[src/rtl/sysid_info_slave.sv]
// Purpose : Avalon-MM system-ID slave: ID/timestamp/info words, RW scratch, optional 64-bit uptime counter.
// Latency : readdata/readdatavalid appear READ_LATENCY (1..3) cycles after an accepted read.
// Backpr. : none; read and write are accepted every cycle, a read colliding with a write is dropped.
// Build   : define SYSID_UPTIME_EN to build the uptime counter, its shadow and the CTRL register.
module sysid_info_slave #(
    parameter logic [31:0] SYSID_ID     = 32'h0000_0000,
    parameter logic [31:0] SYSID_TS     = 32'h0000_0000,
    parameter logic [15:0] HW_VERSION   = 16'h0002,
    parameter int          READ_LATENCY = 1
) (
    input  logic        clock,
    input  logic        reset_n,
    input  logic [2:0]  address,
    input  logic        read,
    input  logic        write,
    input  logic [31:0] writedata,
    input  logic [3:0]  byteenable,
    output logic [31:0] readdata,
    output logic        readdatavalid
);

    // Out-of-range latencies are flagged at elaboration; the pipeline is clamped so it still builds.
    localparam int          LAT       = (READ_LATENCY < 1) ? 1 : ((READ_LATENCY > 3) ? 3 : READ_LATENCY);
    localparam logic [31:0] RL_WORD   = READ_LATENCY;
    localparam logic [1:0]  LAT_FIELD = RL_WORD[1:0];

    if (READ_LATENCY < 1 || READ_LATENCY > 3) begin : g_bad_latency
        $error("sysid_info_slave: READ_LATENCY must be in 1..3");
    end

`ifdef SYSID_UPTIME_EN
    localparam logic UPTIME_PRESENT = 1'b1;
`else
    localparam logic UPTIME_PRESENT = 1'b0;
`endif

    localparam logic [31:0] INFO = {HW_VERSION, 6'b0, UPTIME_PRESENT, 1'b1, 6'b0, LAT_FIELD};

    // A read in the same cycle as a write is discarded; the write wins.
    logic        rd_acc;
    logic [31:0] rd_mux;
    logic [31:0] scratch;

    assign rd_acc = read & ~write;

`ifdef SYSID_UPTIME_EN
    logic [63:0] uptime;
    // Only the high half of the snapshot is ever returned (address 5); the low half is
    // served live at address 4, which equals the snapshot value in that same cycle.
    logic [31:0] shadow_hi;
    logic        uptime_clr;

    assign uptime_clr = write && (address == 3'd6) && byteenable[0] && writedata[0];

    // Free-running uptime counter; a CTRL clear beats the increment.
    always_ff @(posedge clock or negedge reset_n) begin
        if (!reset_n) begin
            uptime <= '0;
        end else if (uptime_clr) begin
            uptime <= '0;
        end else begin
            uptime <= uptime + 64'd1;
        end
    end

    // Snapshot the counter (pre-increment value) when UPTIME_LO is read.
    always_ff @(posedge clock or negedge reset_n) begin
        if (!reset_n) begin
            shadow_hi <= '0;
        end else if (rd_acc && (address == 3'd4)) begin
            shadow_hi <= uptime[63:32];
        end
    end
`endif

    // Scratch register with per-byte write enables.
    always_ff @(posedge clock or negedge reset_n) begin
        if (!reset_n) begin
            scratch <= '0;
        end else if (write && (address == 3'd3)) begin
            for (int b = 0; b < 4; b++) begin
                if (byteenable[b]) begin
                    scratch[8*b +: 8] <= writedata[8*b +: 8];
                end
            end
        end
    end

    // Register map read mux; unmapped and write-only addresses read as zero.
    always_comb begin
        rd_mux = '0;
        case (address)
            3'd0:    rd_mux = SYSID_ID;
            3'd1:    rd_mux = SYSID_TS;
            3'd2:    rd_mux = INFO;
            3'd3:    rd_mux = scratch;
`ifdef SYSID_UPTIME_EN
            3'd4:    rd_mux = uptime[31:0];
            3'd5:    rd_mux = shadow_hi;
`endif
            default: rd_mux = '0;
        endcase
    end

    // Read pipeline: data stages only load when a valid enters them, so the last
    // stage (the readdata register) holds its value between valids.
    logic [LAT-1:0] vld_sr;
    logic [31:0]    dat_sr [LAT];

    // First pipeline stage captures the data sampled in the accept cycle.
    always_ff @(posedge clock or negedge reset_n) begin
        if (!reset_n) begin
            vld_sr[0] <= 1'b0;
            dat_sr[0] <= '0;
        end else begin
            vld_sr[0] <= rd_acc;
            if (rd_acc) begin
                dat_sr[0] <= rd_mux;
            end
        end
    end

    for (genvar s = 1; s < LAT; s++) begin : g_stage
        // Further stages shift the valid and move data only alongside it.
        always_ff @(posedge clock or negedge reset_n) begin
            if (!reset_n) begin
                vld_sr[s] <= 1'b0;
                dat_sr[s] <= '0;
            end else begin
                vld_sr[s] <= vld_sr[s-1];
                if (vld_sr[s-1]) begin
                    dat_sr[s] <= dat_sr[s-1];
                end
            end
        end
    end

    assign readdatavalid = vld_sr[LAT-1];
    assign readdata      = dat_sr[LAT-1];

endmodule
[config.mk]
export PLATFORM = sky130hd
export DESIGN_NAME = sysid_info_slave
export DESIGN_NICKNAME = d
export VERILOG_FILES = /design/src/rtl/sysid_info_slave.sv
export SDC_FILE = /design/constraint.sdc
export NUM_CORES = 1
export LEC_CHECK = 0
export CAP_MARGIN = 30
export CORE_MARGIN = 2
export CORE_UTILIZATION = 42
export CTS_CLUSTER_SIZE = 25
export DETAILED_ROUTE_END_ITERATION = 10
export HOLD_SLACK_MARGIN = 0.02
export PLACE_DENSITY = 0.73
export SLEW_MARGIN = 20
export SYNTH_ARGS = -nofsm -noshare
export SYNTH_HDL_FRONTEND = slang
export SYNTH_SLANG_ARGS = --single-unit
[constraint.sdc]
create_clock -name clock -period 0.8 [get_ports clock]
set_input_delay 0.24 -clock clock [delete_from_list [all_inputs] [get_ports clock]]
set_output_delay 0.24 -clock clock [all_outputs]
set_load 0.02 [all_outputs]
==> results of run 1 <==
==> kinds of logic after synthesis <==
| logic type | share of synthesized area (%) |
|---|---|
| buffers and inverters | 2.366 |
| muxes | 18.54 |
| DFF | 62.77 |
| AOI/OAI and AO/OA | 10.67 |
| and+or+nand+nor | 5.649 |
==> tightest hold or removal path: cells and delay by family <==
kind	cells	cell delay, ns
buffers and inverters	3	0.91
==> stage by stage <==
stage | hold WS (ns) | setup slack, ns | util [%] | total power, mW
2_1_floorplan | -0.05559 | -0.3756 | - | 4.883
3_3_place_gp | 0.2521 | -0.8777 | 60.65 | 5.562
3_5_place_dp | 0.2535 | -0.8752 | 60.65 | 5.609
4_1_cts | 0.3552 | -0.3365 | 67.71 | 8.724
5_1_grt | 0.4776 | -0.3576 | 69.52 | 9.127
6_report | 0.4488 | -0.3314 | 69.52 | 8.736
==> state kept, by name (all words and copies together) (netlist names) <==
signal	count
readdata	32
scratch	32
readdatavalid	1
==> worst paths after layout <==
kind / endpoint / slack, ns
min in group clock: readdatavalid / 0.47
min reg2reg: readdata[14] / 0.49
min: scratch[26] / 0.45
max in group asynchronous: scratch[13] / 0.13
max reg2reg: readdata[6] / -0.04
max: readdata[0] / -0.33
==> repair_timing <==
item | CTS | global route
hold endpoints to repair | 65 | 0
hold buffers | 1 | 0
endpoints found under the setup margin | 98 | 96
gates cloned | 3 | 0
gates resized for setup | 236 | 22
pin swaps | 8 | 12
buffers inserted | 14 | 10
==> power by group <==
| group | total, mW | internal [mW] | switching [mW] |
|---|---|---|---|
| Combinational | 1.68 | 1.11 | 0.566 |
| Clock | 2.99 | 1.82 | 1.17 |
| Sequential | 4.07 | 3.77 | 0.305 |
==> cells in the mapped netlist <==
cell type / n / area share (%)
buf_4: 1 / 0.29
buf_6: 3 / 1.3
o31ai_1: 3 / 0.87
dfrtp_1: 65 / 63
nor2b_1: 3 / 0.72
a22o_1: 29 / 9.8
nor3_2: 1 / 0.39
nand2_1: 4 / 0.58
nand2_8: 4 / 3.1
nand2b_1: 2 / 0.48
and4b_1: 1 / 0.39
inv_1: 1 / 0.14
clkbuf_1: 3 / 0.43
buf_2: 1 / 0.19
mux2_4: 32 / 19
==> cell type report <==
class	instances	area, µm²	share of cell area [%]
Clock buffer	12	145.1	3.506
Clock inverter	3	65.06	1.571
Inverter	1	3.754	0.09066
Multi-Input combinational cell	79	965.9	23.33
Sequential cell	65	1627	39.29
Tap cell	75	93.84	2.267
Timing Repair Buffer	115	1240	29.95
==> metal layers <==
metal	global-route usage (%)	vias up	routed length (µm)
li1	-	795	-
met1	26.27	850	2679
met2	31.13	63	3077
met3	4.674	13	318
met4	6.885	0	116
met5	0	-	0
==> summary.txt, run 1 <==
Global route
  • Largest net degree at the start of global routing: 49
  • Vias in the first global route: 1815
  • Initial antenna violation count: 0
  • Overall Global Routing Usage: 19.57%
  • Grt total ovfl: 0
  • First-pass GRT wire length: 9.597 mm

Route
  • Starting DRT DRC Count: 48
  • First drt pass iteration count: 4
  • Routed via count: 1721
  • DR WL/cell: 17.69 µm
  • DRT Wirelength: 6.191 mm
  • DRC viols: 0
  • DR vias/cell: 4.917
  • Final ANT Viol Nets: 0

Die
  • Full die area: 6814 µm²
  • Core Area: 5956 µm²
  • Rows: 28
  • Die width: 82.55 µm
  • Effective utilization at floorplan: 43.51%
  • Die H: 82.55 µm
  • Boundary Pins: 76

Timing
  • Worst slew pin tran: 0.2739 ns
  • Final number of setup-violating endpoints: 95
  • Crit share post-route: 141.4%
  • Final hold vios: 0
  • Setup TNS: -17.24 ns
  • Fmax: 883.9 MHz
  • RSZ-0062 raised after global routing: true
  • Final WS setup: -0.3314 ns
  • Post-route minimum period: 1.131 ns
  • Final Skew: 0.009774 ns
  • Max-slew headroom: 81.74%
  • Max Slew Vio Count: 0

Clock network
  • Num Clock Sinks: 65
  • CTS H-tree depth: 3
  • Reg clk slew, reported paths: 0.07 ns
  • Clock latency at the later pin of the worst-skew pair: 0.33 ns
  • CTS max path bufs: 2
  • Num CTS Buffers: 9
  • CTS tree: built
  • Root buffer cell: clkbuf_8

Logic synthesis
  • Avg Inst Size Synth: 16.94 µm²
  • Yosys warns: 0
  • Synth Instances: 153
  • Net Count, Synth: 196
  • Seq cells post-synth: 65
  • Netlist Area Pre-Place: 2591 µm²
  • Sequential-to-total area share from yosys stat: 62.77%
  • Unique masters post-synth: 15

Placement
  • Placer Congestion: 0.7359
  • Area after DPL: 3612 µm²
  • DP Cell Count: 320
  • Port buffer count: 75
  • HPWL after detailed placement: 3.726 mm

Finish
  • Design area: 4140 µm²
  • P&R area growth vs syn: 59.78%
  • Post-Layout Cell Count: 350
  • Diodes inserted: 0
  • Number of fill cells: 435
  • Commonest non-fill, non-tap cells in the layout: dfrtp_1, buf_6, mux2_4, clkdlybuf4s50_1, a22o_1
  • Share of layout cells above drive strength 1: 49.45%
  • Commonest non-fill, non-tap cell in the layout: dfrtp_1
  • Nets@finish: 314

Setup path
  • Worst EP required: 0.56 ns
  • Startpoint Class: flip-flop
  • Reg2reg start: readdata[6]
  • Setup crit start: readdata[0]
  • Crit path buf inv count: 1
  • Register-to-Register Path Depth: 2
  • Critical path class: flip-flop to output pin
  • Slowest cell delay on critical path: 0.42 ns
  • Critical-path maximum fanout: 2
  • Slowest CP cell: dfrtp_1
  • Crit. path cell count: 1
  • Critical Path AT: 0.89 ns
  • Crit path max-delay family: flip-flops
  • Crit path cell chain: buf_6
  • Crit end category: output pin

Pwr
  • Maximum VDD drop: 1.274 mV
  • Cell Pwr Density: 2110 nW/µm²
  • Leak Pwr: 2.060 nW

Status
  • Failing checks: setup timing
  • Run status: finished, violations left

Hold path
  • Min-delay worst type: input port to asynchronous set/reset pin

Run
  • Max Cap Violations: 0
Note: power is estimated with default switching activity, not from simulation.
==> run 2, diff against run 1 <==
--- a/config.mk
+++ b/config.mk
@@ -6,11 +6,12 @@
 export NUM_CORES = 1
 export LEC_CHECK = 0
 export CAP_MARGIN = 30
-export CORE_MARGIN = 2
+export CORE_MARGIN = 4
 export CORE_UTILIZATION = 42
 export CTS_CLUSTER_SIZE = 25
 export DETAILED_ROUTE_END_ITERATION = 10
 export HOLD_SLACK_MARGIN = 0.02
+export MAX_ROUTING_LAYER = met4
 export PLACE_DENSITY = 0.73
 export SLEW_MARGIN = 20
 export SYNTH_ARGS = -nofsm -noshare
==> run 2 against run 1 <==
The run still ends with setup timing left. Setup slack got worse by 0.0027 ns. Sequential share of layout area rose by 0.48 points. Routed wire length rose by 0.53%. Combinational power barely moved. Via count rose by 0.70%. Clock skew fell by 0.0045 ns. First-iteration DRC count fell by 50%.
==> summary.txt, run 2 (synthesis results as in run 1) <==
Finish
  • Nets@finish: 314 (unchanged)
  • Register area: 1627 µm² (unchanged)
  • Share of layout cells above drive strength 1: 48.55% (-0.90 points)
  • Multi-input logic area: 939.7 µm² (-2.7%)
  • P&R area growth vs syn: 57.85%
  • Number of fill cells: 419 (-3.7%)
  • Commonest non-fill, non-tap cell in the layout: dfrtp_1
  • Commonest non-fill, non-tap cells in the layout: dfrtp_1, buf_6, mux2_4, clkdlybuf4s50_1, a22o_1
  • Layout Utilization: 68.68% (-0.84 points)

Pwr
  • Cell Pwr Density: 2100 nW/µm² (-0.47%)
  • Leak Pwr: 2.046 nW (-0.66%)
  • Total power: 8.590 mW (-1.7%)
  • P_sw: 2.025 mW (-0.69%)
  • Maximum VDD drop: 1.356 mV (+6.5%)
  • Combinational power share: 19.2% (about the same)
  • Net Sw Frac: 23.58% (+0.23 points)
  • Int Power: 6.564 mW (-2.0%)
  • Sequential Power Share: 47.4% (+0.8 points)
  • Clock share of power: 33.4% (-0.8 points)

Clock network
  • Num Clock Sinks: 65 (unchanged)
  • CTS max path bufs: 2 (unchanged)
  • Reg clk slew, reported paths: 0.06 ns (about the same)
  • Root buffer cell: clkbuf_8
  • Clock latency at the later pin of the worst-skew pair: 0.33 ns (about the same)
  • Num CTS Buffers: 9 (unchanged)
  • CTS H-tree depth: 3 (unchanged)
  • CTS tree: built

Hold path
  • Min-delay worst type: input port to asynchronous set/reset pin

Setup path
  • Crit path buf inv count: 1 (unchanged)
  • Worst EP required: 0.56 ns (about the same)
  • Critical Path AT: 0.89 ns (about the same)
  • Startpoint Class: flip-flop
  • Crit end category: output pin
  • Slowest CP cell: dfrtp_1
  • Crit path max-delay family: flip-flops
  • Critical-path maximum fanout: 2 (unchanged)
  • Critical path class: flip-flop to output pin
  • Crit path cell chain: buf_6
  • Slowest cell delay on critical path: 0.42 ns (about the same)

Timing
  • RSZ-0062 raised after global routing: true
  • Max-slew headroom: 86.40% (+4.7 points)
  • Final Skew: 0.005229 ns (-0.004545 ns)
  • Setup TNS: -16.61 ns (+0.6290 ns)
  • Final WS setup: -0.3341 ns (-0.002671 ns)
  • Crit share post-route: 141.8% (+0.33 points)
  • Max Slew Vio Count: 0 (unchanged)
  • Final hold vios: 0 (unchanged)
  • Hold Worst Slack: 0.2783 ns (-0.1705 ns)
  • Fmax: 881.8 MHz (-0.24%)
  • Post-route minimum period: 1.134 ns (+0.002671 ns)
  • Final number of setup-violating endpoints: 89 (-6.3%)
  • Worst slew pin tran: 0.2034 ns (-0.07051 ns)

Route
  • DR WL/cell: 17.68 µm (about the same)
  • First drt pass iteration count: 4 (unchanged)
  • DRT Wirelength: 6.224 mm (+0.53%)
  • Routed via count: 1733 (+0.70%)
  • DR vias/cell: 4.923 (+0.13%)
  • DRC viols: 0 (unchanged)
  • Final ANT Viol Nets: 0 (unchanged)
  • Starting DRT DRC Count: 24 (-50%)

Global route
  • Met2 usage: 27.05% (-4.1 points)
  • Busiest grt layer: met2
  • Met1 Track Usage GR: 24.08% (-2.2 points)
  • First-pass GRT wire length: 9.784 mm (+1.9%)
  • Initial antenna violation count: 1 (+1)
  • Grt total ovfl: 0 (unchanged)
  • GR Util met3: 4.183% (-0.49 points)
  • Overall Global Routing Usage: 18.07% (-1.5 points)
  • Vias in the first global route: 1892 (+4.2%)
  • Largest net degree at the start of global routing: 33 (-33%)

Placement
  • Placer Congestion: 0.7506 (+2.0%)
  • HPWL after detailed placement: 4.036 mm (+8.3%)
  • Port buffer count: 75 (unchanged)
  • Place WS: -0.8883 ns (-0.01313 ns)

Run
  • Max Cap Violations: 0 (unchanged)

Status
  • Run status: finished, violations left
  • Failing checks: setup timing

Die
  • Die H: 86.55 µm (+4.8%)
  • Rows: 28 (unchanged)
  • Core Area: 5956 µm² (unchanged)
  • Full die area: 7490 µm² (+9.9%)
  • Boundary Pins: 76 (unchanged)
  • Effective utilization at floorplan: 43.51% (unchanged)
  • Die width: 86.55 µm (+4.8%)
[run 2: routing by layer]
metal / vias to the layer above / routed length (µm)
met5: - / 0
met4: 0 / 85
met3: 9 / 397
met2: 60 / 3040
met1: 868 / 2701
li1: 796 / -
[run 2: final timing paths]
kind,slack (ns),to,startpoint,depth (start not counted)
worst min register to register,0.49,readdata[20],scratch[20],1
worst max register to register,-0.15,readdata[1],readdata[1],3
worst min-delay path,0.28,scratch[29],reset_n,2
worst max-delay path,-0.33,readdata[14],readdata[14],1
min in group clock,0.42,readdata[0],address[2],4
max in group asynchronous,0.13,scratch[11],reset_n,3
[run 2: repair_timing]
item,4_1_cts,5_1_grt
resized for setup,238,20
endpoints found under the hold margin,65,0
buffers inserted,11,13
endpoints found under the setup margin,98,97
gates cloned,2,0
pin swaps,10,16
hold buffers,1,0
[run 2: cell type report]
class	instances	area share [%]
Antenna cell	1	0.06118
Clock buffer	14	4.221
Clock inverter	2	0.8565
Inverter	1	0.09177
Multi-Input combinational cell	79	22.97
Sequential cell	65	39.77
Tap cell	75	2.294
Timing Repair Buffer	115	29.73
[run 2: power groups by stage]
stage	Sequential [mW]	Combinational, mW	Clock [mW]
2_1_floorplan	4.15	0.737	0
3_3_place_gp	4.09	1.49	0
3_5_place_dp	4.10	1.52	0
4_1_cts	4.06	1.59	2.94
5_1_grt	4.13	1.76	3.08
6_report	4.07	1.65	2.87
[run 2: per-stage QoR]
step                      cells  instance area (µm²)
after floorplan             153                 2645
after global placement      319                 3605
after detailed placement    319                 3605
after CTS                   344                 3955
after global routing        352                 4090
final                       352                 4090
